==> config.mk <==
export PLATFORM = sky130hd
export DESIGN_NAME = control_unit
export DESIGN_NICKNAME = d
export VERILOG_FILES = /design/src/rtl/control_unit.sv
export SDC_FILE = /design/constraint.sdc
export NUM_CORES = 1
export LEC_CHECK = 0
export BUFFER_PORTS_ARGS = -buffer_cell sky130_fd_sc_hd__buf_2
export CAP_MARGIN = 15
export CORE_UTILIZATION = 49
export DETAILED_ROUTE_END_ITERATION = 12
export GPL_TIMING_DRIVEN = 0
export PLACE_DENSITY = 0.8
export SETUP_SLACK_MARGIN = 0.2
export SYNTH_ARGS = -nofsm -noshare
export SYNTH_HDL_FRONTEND = slang
export SYNTH_SLANG_ARGS = --single-unit
==> constraint.sdc <==
create_clock -name Clock -period 2.51 [get_ports Clock]
set_clock_uncertainty 0.2 [all_clocks]
set_input_delay 0.3765 -clock Clock [delete_from_list [all_inputs] [get_ports Clock]]
set_output_delay 0.3765 -clock Clock [all_outputs]
set_load 0.02 [all_outputs]
==> src/rtl/control_unit.sv <==
// control_unit: Moore microsequencer for the fetch/execute T-states of the CPU.
// Every strobe is computed for the state being entered and registered with it.
module control_unit (
    input  logic        Clock,
    input  logic        clear,
    input  logic [31:0] IR,
    input  logic        CON_FF,
    input  logic        Stop,
    output logic        PCout,
    output logic        Zhighout,
    output logic        Zlowout,
    output logic        MDRout,
    output logic        HIout,
    output logic        LOout,
    output logic        InPortout,
    output logic        Cout,
    output logic        MARin,
    output logic        MDRin,
    output logic        IRin,
    output logic        Yin,
    output logic        Zin,
    output logic        PCin,
    output logic        IncPC,
    output logic        HIin,
    output logic        LOin,
    output logic        OutPortin,
    output logic        CONin,
    output logic        Gra,
    output logic        Grb,
    output logic        Grc,
    output logic        Rin,
    output logic        Rout,
    output logic        BAout,
    output logic        Read,
    output logic        Write,
    output logic [4:0]  op,
    output logic        Run
);
    typedef enum logic [3:0] {RESET, T0, T1, T2, T3, T4, T5, T6, T7, HALT} state_t;
    typedef struct packed {
        logic PCout, Zhighout, Zlowout, MDRout, HIout, LOout, InPortout, Cout;
        logic MARin, MDRin, IRin, Yin, Zin, PCin, IncPC, HIin, LOin, OutPortin, CONin;
        logic Gra, Grb, Grc, Rin, Rout, BAout, Read, Write;
        logic [4:0] op;
        logic Run;
    } ctrl_t;
    state_t state, nxt;
    ctrl_t ctrl_q, c;
    logic [4:0] opc, imap;
    logic is_ld, is_ldi, is_st, is_r, is_i, is_md, is_br, is_jr, is_jal;
    logic is_in, is_out, is_mfhi, is_mflo, is_halt, ea, alu_y, wb5;
    logic t0, t1, t2, t3, t4, t5, t6, t7;
    logic unused;
    assign unused  = ^IR[26:0];
    assign opc     = IR[31:27];
    assign is_ld   = opc == 5'd0;
    assign is_ldi  = opc == 5'd1;
    assign is_st   = opc == 5'd2;
    assign is_r    = opc >= 5'd3 && opc <= 5'd11;
    assign is_i    = opc >= 5'd12 && opc <= 5'd14;
    assign is_md   = opc == 5'd15 || opc == 5'd16;
    assign is_br   = opc == 5'd18;
    assign is_jr   = opc == 5'd19;
    assign is_jal  = opc == 5'd20;
    assign is_in   = opc == 5'd21;
    assign is_out  = opc == 5'd22;
    assign is_mfhi = opc == 5'd23;
    assign is_mflo = opc == 5'd24;
    assign is_halt = opc == 5'd26;
    assign ea      = is_ldi | is_ld | is_st;
    assign alu_y   = is_r | is_i | ea | is_md;
    assign wb5     = is_r | is_i | is_ldi;
    assign imap    = opc == 5'd12 ? 5'd3 : opc == 5'd13 ? 5'd5 : 5'd6;
    always_comb begin
        nxt = RESET;
        case (state)
            RESET: nxt = T0;
            T0:    nxt = T1;
            T1:    nxt = T2;
            T2:    nxt = T3;
            T3:    nxt = is_halt ? HALT : alu_y | is_br | is_jal ? T4 : T0;
            T4:    nxt = is_jal ? T0 : T5;
            T5:    nxt = wb5 ? T0 : T6;
            T6:    nxt = is_ld | is_st ? T7 : T0;
            T7:    nxt = T0;
            HALT:  nxt = HALT;
            default: nxt = RESET;
        endcase
        // A halt request only takes effect on an instruction boundary
        if (nxt == T0 && Stop) nxt = HALT;
    end
    assign t0 = nxt == T0;
    assign t1 = nxt == T1;
    assign t2 = nxt == T2;
    assign t3 = nxt == T3;
    assign t4 = nxt == T4;
    assign t5 = nxt == T5;
    assign t6 = nxt == T6;
    assign t7 = nxt == T7;
    always_comb begin
        c           = '0;
        c.PCout     = t0 | t3 & is_jal | t4 & is_br;
        c.Zhighout  = t6 & is_md;
        c.Zlowout   = t1 | t5 & (alu_y & ~is_md | is_md) | t6 & is_br & CON_FF;
        c.MDRout    = t2 | t7 & is_ld;
        c.HIout     = t3 & is_mfhi;
        c.LOout     = t3 & is_mflo;
        c.InPortout = t3 & is_in;
        c.Cout      = t4 & (is_i | ea) | t5 & is_br;
        c.MARin     = t0 | t5 & (is_ld | is_st);
        c.MDRin     = t1 | t6 & (is_ld | is_st);
        c.IRin      = t2;
        c.Yin       = t3 & alu_y | t4 & is_br;
        c.Zin       = t0 | t4 & alu_y | t5 & is_br;
        c.PCin      = t1 | t3 & is_jr | t4 & is_jal | t6 & is_br & CON_FF;
        c.IncPC     = t0;
        c.HIin      = t6 & is_md;
        c.LOin      = t5 & is_md;
        c.OutPortin = t3 & is_out;
        c.CONin     = t3 & is_br;
        c.Gra       = t3 & (is_md | is_br | is_jr | is_in | is_out | is_mfhi | is_mflo)
                    | t4 & is_jal | t5 & wb5 | t6 & is_st | t7 & is_ld;
        c.Grb       = t3 & (is_r | is_i | ea) | t4 & is_md;
        c.Grc       = t4 & is_r;
        c.Rin       = t3 & (is_jal | is_in | is_mfhi | is_mflo) | t5 & wb5 | t7 & is_ld;
        c.Rout      = t3 & (is_r | is_i | is_md | is_br | is_jr | is_out)
                    | t4 & (is_r | is_md | is_jal) | t6 & is_st;
        c.BAout     = t3 & ea;
        c.Read      = t1 | t6 & is_ld;
        c.Write     = t7 & is_st;
        c.op        = t4 & (is_r | is_md) ? opc : t4 & is_i ? imap
                    : t4 & ea | t5 & is_br ? 5'd3 : 5'd0;
        c.Run       = nxt != RESET && nxt != HALT;
    end
    always_ff @(posedge Clock or negedge clear) begin
        if (!clear) begin
            state  <= RESET;
            ctrl_q <= '0;
        end else begin
            state  <= nxt;
            ctrl_q <= c;
        end
    end
    assign {PCout, Zhighout, Zlowout, MDRout, HIout, LOout, InPortout, Cout,
            MARin, MDRin, IRin, Yin, Zin, PCin, IncPC, HIin, LOin, OutPortin, CONin,
            Gra, Grb, Grc, Rin, Rout, BAout, Read, Write, op, Run} = ctrl_q;
endmodule

# Word-level counts from Yosys, hierarchy flattened
# Cells that the tools add are included.
# Widths: inputs -> output; s select.
[classes]
bitwise_logic = 89
muxes = 12
eq_ne = 33
n_reduce_logical = 9
magnitude_cmp = 4
[op_table]
columns = ["op", "count"]
rows = [
  ["$or 1x1->1", 51],
  ["$eq 5x5->1 const B", 9],
  ["$and 1x1->1", 37],
  ["$pmux 4 s9", 1],
  ["$eq 4x3->1 const B", 8],
  ["$eq 4x2->1 const B", 4],
  ["$eq 5x4->1 const B", 3],
  ["$mux 3", 5],
  ["$eq 4x1->1 const B", 3],
  ["$eq 4x4->1 const B", 3],
  ["$mux 4", 3],
  ["$le 5x4->1 const B", 2],
  ["$eq 5x1->1 const B", 1],
  ["$eq 5x2->1 const B", 1],
  ["$ge 5x2->1 const B", 1],
  ["$ge 5x4->1 const B", 1],
  ["$logic_not 5->1", 1],
  ["$mux 5", 1],
  ["$logic_and 1x1->1", 4],
  ["$logic_not 4->1", 1],
  ["$mux 2", 2],
  ["$ne 4x4->1 const B", 1],
  ["$reduce_bool 4->1", 1],
  ["$reduce_or 2->1", 1],
  ["other kinds (2)", 2],
]
[totals]
input_bits = 36
ff_bits = 36
wordCells = 176
output_inout_bits = 33

# Longest topological paths before layout
# Gate-level depths: netlist of the first run.
[logic_depth]
word_depth = 19
mapped_depth = 7
ltp_nobuf = 5

# Least setup slack after synthesis of the first run
# OpenSTA, ideal clock, no wires.
[synth_path]
kind = "input -> register"
start = "input IR[31]"
end = "register ctrl_q (netlist bit PCout)"
path_slack_ns = 0.487
required_ns = 2.180
n_path_buf = 1
arrival_time_ns = 1.693
stages = 6
setup_ns = 0.130
cell_sequence = "buf_6 -> or4_4 -> a311oi_2 -> o31ai_4 -> nand4_4 -> o211ai_2"
[synth_lines]
columns = ["item", "line", "rtl"]
rows = [
  ["from (decl)", "6", "input logic [31:0] IR,"],
  ["to (signal assigned)", "138", "ctrl_q <= '0;"],
  ["to (signal assigned)", "141", "ctrl_q <= c;"],
  ["to (decl)", "48", "ctrl_t ctrl_q, c;"],
]

==> results of run 1 <==
logic make-up (layout without fill, tap and decap cells):
group / after synthesis / count (layout) / synth area share
xor+xnor: 2 / 2 / 0.00956
simple gates: 80 / 80 / 0.240
buf+inv: 23 / 71 / 0.0615
flops: 36 / 36 / 0.492
compound gates: 49 / 49 / 0.197
cells in the mapped netlist (3+ instances only):
cell type	count	area [µm²]
nand2_1	14	52.6
nor2b_1	6	37.5
nand3_1	4	20.0
dfrtp_1	36	901
buf_2	6	30.0
inv_1	8	30.0
nor4_1	5	31.3
a31oi_1	3	18.8
a21oi_1	10	50.1
or3_1	3	18.8
nor2_1	21	78.8
nand2b_1	5	31.3
nor3_1	7	35.0
clkbuf_1	6	22.5
o21ai_0	10	50.1
o211ai_1	3	22.5
and3_1	3	18.8
path summary, 6_finish.rpt:
kind                                 end  slack (ns)  cells after the start
worst max-delay path                Rout        0.38                      6
worst min-delay path            state[3]        0.22                      3
worst max register to register      Rout        0.38                      6
worst min register to register       Run        0.49                      3
max in group asynchronous        Zlowout        1.11                      2
min in group asynchronous           HIin        0.48                      2
through the flow:
step                      total power, mW  utilization
after floorplan                      1.36            -
after global placement               1.58        0.601
after detailed placement             1.60        0.601
after CTS                            2.08        0.635
after global routing                 2.21        0.635
final                                2.09        0.635
power breakdown:
part	internal [mW]	total (mW)	switching (mW)	leakage, nW
Clock	0.294	0.492	0.197	0.0552
Sequential	0.702	0.738	0.0362	0.485
Combinational	0.288	0.862	0.574	0.553
Total	1.28	2.09	0.808	1.09
cell type report:
type	instances	share of cell area
inverters	8	0.0136
multi-input cells	131	0.372
repair buffers	40	0.0932
plain buffers	15	0.0375
clock buffers	6	0.0330
clock inverters	2	0.0159
flip-flops and latches	36	0.409
well taps	46	0.0261
metal layers:
layer | GRT usage | vias to the layer above
li1 | - | 774
met1 | 0.345 | 747
met2 | 0.368 | 93
met3 | 0.0362 | 14
met4 | 0.0785 | 0
met5 | 0 | -
worst max-delay path, stage by stage (launching register included):
cell and delay (ns):
dfrtp_1 0.42, buf_2 0.21, nor4b_2 0.41, o21ai_0 0.31
nor2_1 0.27, a31oi_1 0.10, o211ai_1 0.12
timing repair:
item                                   CTS  global route
hold buffers                             1             0
gates resized for setup                  0             0
endpoints found under the hold margin   36             0
==> results_dict.tcl, run 1 <==
set metrics [dict create \
    status "completed" \
    antenna_cells 0 \
    fin_ws_ns 0.385 \
    layout_commonest_cell "buf_2" \
    drc_errors 0 \
    cts_tree "built" \
    setup_violations 0 \
    core_area_mm2 0.00347 \
    clock-sinks 36 \
    start_util 0.528 \
    design.die.area_mm2 0.00399 \
    critPathLaunchType "register" \
    hpwl_mm 3.13 \
    met2_length_mm 1.90 \
    fin_crit_ns 2.13 \
    htreeDepth 2 \
    vias 1628 \
    pre_cts_slack_ns 0.192 \
    cts_root_buf "clkbuf_8" \
    largest_register_ffs 5 \
    fin_nets 273 \
    finish.instance_area_mm2 0.00220 \
    viasPerCell 5.73 \
    relSlewSlack 0.479 \
    top_layer "met4" \
    insertion_delay_ns 0.29 \
    arrival_ns 2.12 \
    endpoint_kind "register" \
    startpoint "state[1]" \
    placed_area_mm2 0.00208 \
    yosysWarnings 0 \
    leakage_nw 1.09 \
    clkTransAtPathRegs_ns 0.07 \
    areaGrowthSynthToFinish_pct 20.2 \
    drt-pass1-iter-count 4 \
    maxSlewViolCount 0 \
    yosysUniqueCellTypes 49 \
    layout_common_cells "buf_2 (45), dfrtp_1 (36), nor2_1 (21)" \
    synth-edff-count 0 \
    grt_antenna_before_repair 0 \
    r2r_start "state[1]" \
    cts_made_buffers 5 \
    grt_usage 0.240 \
    min_from "Stop" \
    grt_overflow 0 \
    cp_max_fo 10 \
    syn_nets 226 \
    post_cts_buffers 0 \
    netlist_area_mm2 0.00183 \
    layout-drive-gt1-share 0.265 \
    worst-setup-path-type "register to register" \
    syn_avg_cell_area_um2 9.64 \
    antenna_left 0 \
    ys_seq_area_frac 0.492 \
    dp_cells 275 \
    rsz0062_at_grt "no" \
    cap_viol_max_count 0 \
    setup_tns_ns 0 \
    drt-initial-drc-count 120 \
    grt_pass1_wl_mm 7.42 \
    seq_area_um2 901 \
    synthFlopType "dfrtp_1" \
    max_freq_mhz 471 \
    grt_max_degree 37 \
    tightest_slew_ns 0.775 \
    netlist_instances 190 \
    avgRoutedWirePerCell_um 15.1 \
    fin_crit_sh 0.847 \
    num_rows 21 \
    hold_slack_ns 0.219 \
    p_per_area_mw_per_mm2 950 \
    wl_met3_um 381 \
    drt-met1-wl_mm 1.91 \
    grt_pass1_vias 1501 \
    crit_required_ns 2.51 \
    die_width_um 63.1 \
    peakVddDrop_mv 0.531 \
    final_cell_count_no_fill 284 \
    async_flop_share 1.00 \
    pin_count 69 \
    gp_congestion 0.926 \
    drt_wl_total_mm 4.30 \
    final_hold_viol_count 0 \
    nFillCells 314 \
    ys_seq_elements 36 \
    multiInputGateArea_um2 818 \
    hold_class "primary input to register" \
    port_buffers 39 \
    clock_path_buffers 2 \
    die_h_um 63.1 \
]
No activity file was read; power rests on OpenSTA's default activity.
==> run 2: changes to the inputs <==
--- a/config.mk
+++ b/config.mk
@@ -7,10 +7,10 @@
 export LEC_CHECK = 0
 export BUFFER_PORTS_ARGS = -buffer_cell sky130_fd_sc_hd__buf_2
 export CAP_MARGIN = 15
-export CORE_UTILIZATION = 49
+export CORE_UTILIZATION = 44
 export DETAILED_ROUTE_END_ITERATION = 12
 export GPL_TIMING_DRIVEN = 0
-export PLACE_DENSITY = 0.8
+export PLACE_DENSITY = 0.76
 export SETUP_SLACK_MARGIN = 0.2
 export SYNTH_ARGS = -nofsm -noshare
 export SYNTH_HDL_FRONTEND = slang
==> constraint.sdc (replaced) <==
create_clock -name Clock -period 1.77 [get_ports Clock]
set_clock_uncertainty 0.2 [all_clocks]
set_input_delay 0.2655 -clock Clock [delete_from_list [all_inputs] [get_ports Clock]]
set_output_delay 0.2655 -clock Clock [all_outputs]
set_load 0.02 [all_outputs]
==> results_dict.tcl, run 2 (same netlist as run 1, synthesis figures left out) <==
set metrics [dict create \
    layout_common_cells "buf_2 (40), dfrtp_1 (36), buf_4 (18)" \
    maxSlewViolCount 0 \
    hpwl_mm 3.16 \
    insertion_delay_ns 0.30 \
    cts_root_buf "clkbuf_8" \
    clock-sinks 36 \
    violations "setup timing" \
    crit_required_ns 1.80 \
    seqPwrFrac 0.285 \
    drt-pass1-iter-count 4 \
    num_rows 23 \
    critPathLaunchType "register" \
    viasPerCell 5.90 \
    endpoint_kind "register" \
    core_area_mm2 0.00400 \
    layout-drive-gt1-share 0.530 \
    fin_ws_ns -0.192 \
    total_power_mw 3.72 \
    peakVddDrop_mv 0.630 \
    tightest_slew_ns 0.737 \
    combPwrFrac 0.547 \
    antenna_cells 0 \
    intPower_mw 2.24 \
    finish.instance_area_mm2 0.00284 \
    grt_overflow 0 \
    p_clk_frac 0.168 \
    p_sw_mw 1.48 \
    setup_violations 15 \
    die_h_um 66.5 \
    arrival_ns 2.00 \
    antenna_left 0 \
    placed_area_mm2 0.00214 \
    relSlewSlack 0.508 \
    max_freq_mhz 510 \
    cts_made_buffers 5 \
    hold_class "primary input to register" \
    largest_register_ffs 5 \
    setup_tns_ns -1.24 \
    start_util 0.458 \
    htreeDepth 2 \
    cts_tree "built" \
    avgRoutedWirePerCell_um 18.3 \
    final_hold_viol_count 0 \
    fin_crit_ns 1.96 \
    cp_max_fo 7 \
    pin_count 69 \
    gp_congestion 0.914 \
    p_per_area_mw_per_mm2 1310 \
    fin_crit_sh 1.11 \
    grt_usage 0.241 \
    hold_slack_ns 0.0645 \
    drc_errors 0 \
    vias 1854 \
    drt-initial-drc-count 178 \
    fin_nets 300 \
    drt_wl_total_mm 5.74 \
    cap_viol_max_count 0 \
    areaGrowthSynthToFinish_pct 55.3 \
    port_buffers 39 \
    grt_antenna_before_repair 0 \
    grt_pass1_wl_mm 7.82 \
    rsz0062_at_grt "yes" \
    die_width_um 66.5 \
    grt_pass1_vias 1568 \
    clock_path_buffers 2 \
    status "finished with violations" \
    grt_max_degree 37 \
    swShare 0.399 \
    leakage_nw 1.35 \
    design.die.area_mm2 0.00442 \
    worst-setup-path-type "register to register" \
    layout_commonest_cell "buf_2" \
    clkTransAtPathRegs_ns 0.08 \
]
-- run 2: cell count changes in the layout (fill, tap and decap cells not counted), sizes merged --
cell | previous run | this run
clkbuf | 12 | 13
buf | 48 | 75
clkinv | 1 | 0
bufinv | 1 | 0
-- run 2: power groups by stage --
| stage | clock, mW | sequential (mW) | combinational (mW) |
|---|---|---|---|
| after floorplan | 0 | 1.24 | 0.758 |
| after global placement | 0 | 1.06 | 1.26 |
| after detailed placement | 0 | 1.06 | 1.27 |
| after CTS | 0.624 | 1.05 | 1.56 |
| after global routing | 0.664 | 1.08 | 2.15 |
| final | 0.627 | 1.06 | 2.03 |
-- run 2: metal layers --
metal | GRT usage | part of all wire
met2 | 0.376 | 0.48
met3 | 0.0668 | 0.096
met1 | 0.310 | 0.39
met5 | 0 | 0
met4 | 0.106 | 0.029
-- run 2: path summary, 6_finish.rpt --
path                            startpoint        to  slack (ns)  cells after the start
max in group asynchronous            clear      HIin        0.53                      2
worst min register to register    state[0]      HIin        0.50                      4
worst max register to register    state[1]      Cout       -0.19                      7
worst max-delay path              state[1]      Cout       -0.19                      7
worst min-delay path                  Stop  state[3]        0.06                      3
min in group asynchronous            clear       Rin        0.37                      2
-- run 2: layout make-up --
type,instances,area [µm²]
timing repair buffer,67,459
clock buffer,7,96.3
fill,251,1160
tap,50,62.6
multi-input combinational,131,1150
inverter,8,32.5
sequential,36,901
buffer,15,144
-- run 2: per-stage QoR --
step | cells | setup slack (ns) | utilization
3_3_place_gp | 279 | -0.267 | 0.534
2_1_floorplan | 190 | -0.0249 | -
3_5_place_dp | 279 | -0.310 | 0.534
5_1_grt | 314 | -0.214 | 0.711
4_1_cts | 297 | -0.127 | 0.617
6_report | 314 | -0.192 | 0.711
-- run 2: worst max-delay path, stage by stage, from the launching register on --
cell and delay (ns):
dfrtp_1 0.43, buf_6 0.16, nor4b_4 0.41, buf_4 0.21
nand4_1 0.14, o21ai_2 0.13, buf_4 0.14, buf_6 0.08
-- run 2: what timing repair did --
action | in CTS | in global routing
endpoints found under the hold margin | 36 | 0
hold buffers | 1 | 0
pin swaps | 13 | 17
buffers inserted | 10 | 16
cloned | 0 | 1
endpoints found under the setup margin | 34 | 34
gates resized for setup | 36 | 52
==> run 3: changes to the inputs <==
--- a/config.mk
+++ b/config.mk
@@ -12,6 +12,8 @@
 export GPL_TIMING_DRIVEN = 0
 export PLACE_DENSITY = 0.76
 export SETUP_SLACK_MARGIN = 0.2
+export SLEW_MARGIN = 10
 export SYNTH_ARGS = -nofsm -noshare
 export SYNTH_HDL_FRONTEND = slang
 export SYNTH_SLANG_ARGS = --single-unit
+export TNS_END_PERCENT = 5
==> results_dict.tcl, run 3 (same netlist as run 1, synthesis figures left out) <==
set metrics [dict create \
    total_power_mw 3.17 \
    status "finished with violations" \
    die_h_um 66.5 \
    areaGrowthSynthToFinish_pct 31.0 \
    crit_path_top_delay_cell "a2111oi_0" \
    layout-drive-gt1-share 0.365 \
    worst-setup-path-type "register to register" \
    drt-initial-drc-count 85 \
    pin_count 69 \
    layout_commonest_cell "buf_2" \
    crit_required_ns 1.71 \
    path_cells "nand2b_4, or3_4, a2111oi_0, nor2_1" \
    violations "setup timing" \
    tightest_slew_ns 0.738 \
    grt_max_degree 37 \
    maxSlewViolCount 0 \
    antenna_cells 0 \
    p_per_area_mw_per_mm2 1320 \
    cts_tree "built" \
    viasPerCell 5.76 \
    setup_violations 8 \
    layout_common_cells "buf_2 (40), dfrtp_1 (36), nor2_1 (20)" \
    drt-pass1-iter-count 4 \
    drc_errors 0 \
    cpPeakStageDelay_ns 0.49 \
    fin_crit_sh 1.07 \
    htreeDepth 2 \
    cap_viol_max_count 0 \
    peakVddDrop_mv 0.658 \
    grt_usage 0.213 \
    largest_register_ffs 5 \
    cts_made_buffers 5 \
    grt_pass1_wl_mm 6.71 \
    drt_wl_total_mm 4.32 \
    clock-sinks 36 \
    hold_class "primary input to register" \
    grt_pass1_vias 1337 \
    num_rows 23 \
    design.die.area_mm2 0.00442 \
    start_util 0.458 \
    vias 1693 \
    pre_cts_slack_ns -0.291 \
    grt_antenna_before_repair 0 \
    leakage_nw 1.17 \
    clock_path_buffers 2 \
    fin_crit_ns 1.89 \
    arrival_ns 1.83 \
    relSlewSlack 0.508 \
    max_freq_mhz 530 \
    avgRoutedWirePerCell_um 14.7 \
    port_buffers 39 \
    antenna_left 0 \
    endpoint_kind "register" \
    rsz0062_at_grt "yes" \
    clkTransAtPathRegs_ns 0.07 \
    fin_nets 280 \
    final_hold_viol_count 0 \
    gp_congestion 0.935 \
    critPathLaunchType "register" \
    hpwl_mm 3.09 \
    setup_tns_ns -0.653 \
    cp_max_fo 3 \
    core_area_mm2 0.00400 \
    die_width_um 66.5 \
    insertion_delay_ns 0.29 \
    grt_overflow 0 \
    cts_root_buf "clkbuf_8" \
    fin_ws_ns -0.115 \
]
-- run 3: cell count changes in the layout (fill, tap and decap cells not counted), sizes merged --
cell,previous run,this run
buf,75,54
clkbuf,13,14
-- run 3: layer usage --
| layer | part of all wire | track usage | up-vias |
|---|---|---|---|
| li1 | - | - | 788 |
| met1 | 0.43 | 0.288 | 792 |
| met2 | 0.45 | 0.321 | 94 |
| met3 | 0.085 | 0.0497 | 19 |
| met4 | 0.039 | 0.0957 | 0 |
| met5 | 0 | 0 | - |
-- run 3: final timing paths --
path,startpoint,endpoint,slack [ns],depth (start not counted)
max,state[3],op[1],-0.12,4
min,IR[27],MARin,0.12,3
max reg2reg,state[3],op[1],-0.12,4
min reg2reg,state[3],HIin,0.46,2
max in group asynchronous,clear,Gra,0.52,2
min in group asynchronous,clear,op[1],0.38,2
-- run 3: repair_timing --
action | CTS | global route
resized for setup | 20 | 16
pin swaps | 5 | 12
endpoints found under the setup margin | 34 | 33
hold endpoints to repair | 36 | 0
hold buffers | 1 | 0
buffers inserted | 3 | 4
-- run 3: final cells by class --
class / count / area [µm²]
Multi-Input combinational cell: 131 / 926
Timing Repair Buffer: 47 / 262
Sequential cell: 36 / 901
Buffer: 15 / 123
Inverter: 8 / 30.0
Tap cell: 50 / 62.6
Fill cell: 347 / 1600
Clock buffer: 7 / 96.3
-- run 3: worst max-delay path: cells and delay by family (launching register included) --
kind               cells  cell delay, ns
DFF                    1            0.41
AOI/OAI and AO/OA      1            0.49
and+or+nand+nor        3            0.64
-- run 3: stage by stage --
step	utilization	area [µm²]	hold WS, ns	instances
after floorplan	-	1850	-0.230	190
after global placement	0.526	2100	0.161	279
after detailed placement	0.526	2100	0.176	279
after CTS	0.578	2310	0.0856	290
after global routing	0.600	2400	0.111	294
final	0.600	2400	0.123	294
-- run 3: report_power, final --
group	leakage (nW)	switching [mW]	internal (mW)
Combinational	0.631	0.899	0.613
Clock	0.0503	0.260	0.346
Sequential	0.485	0.0577	0.996
Total	1.17	1.22	1.95
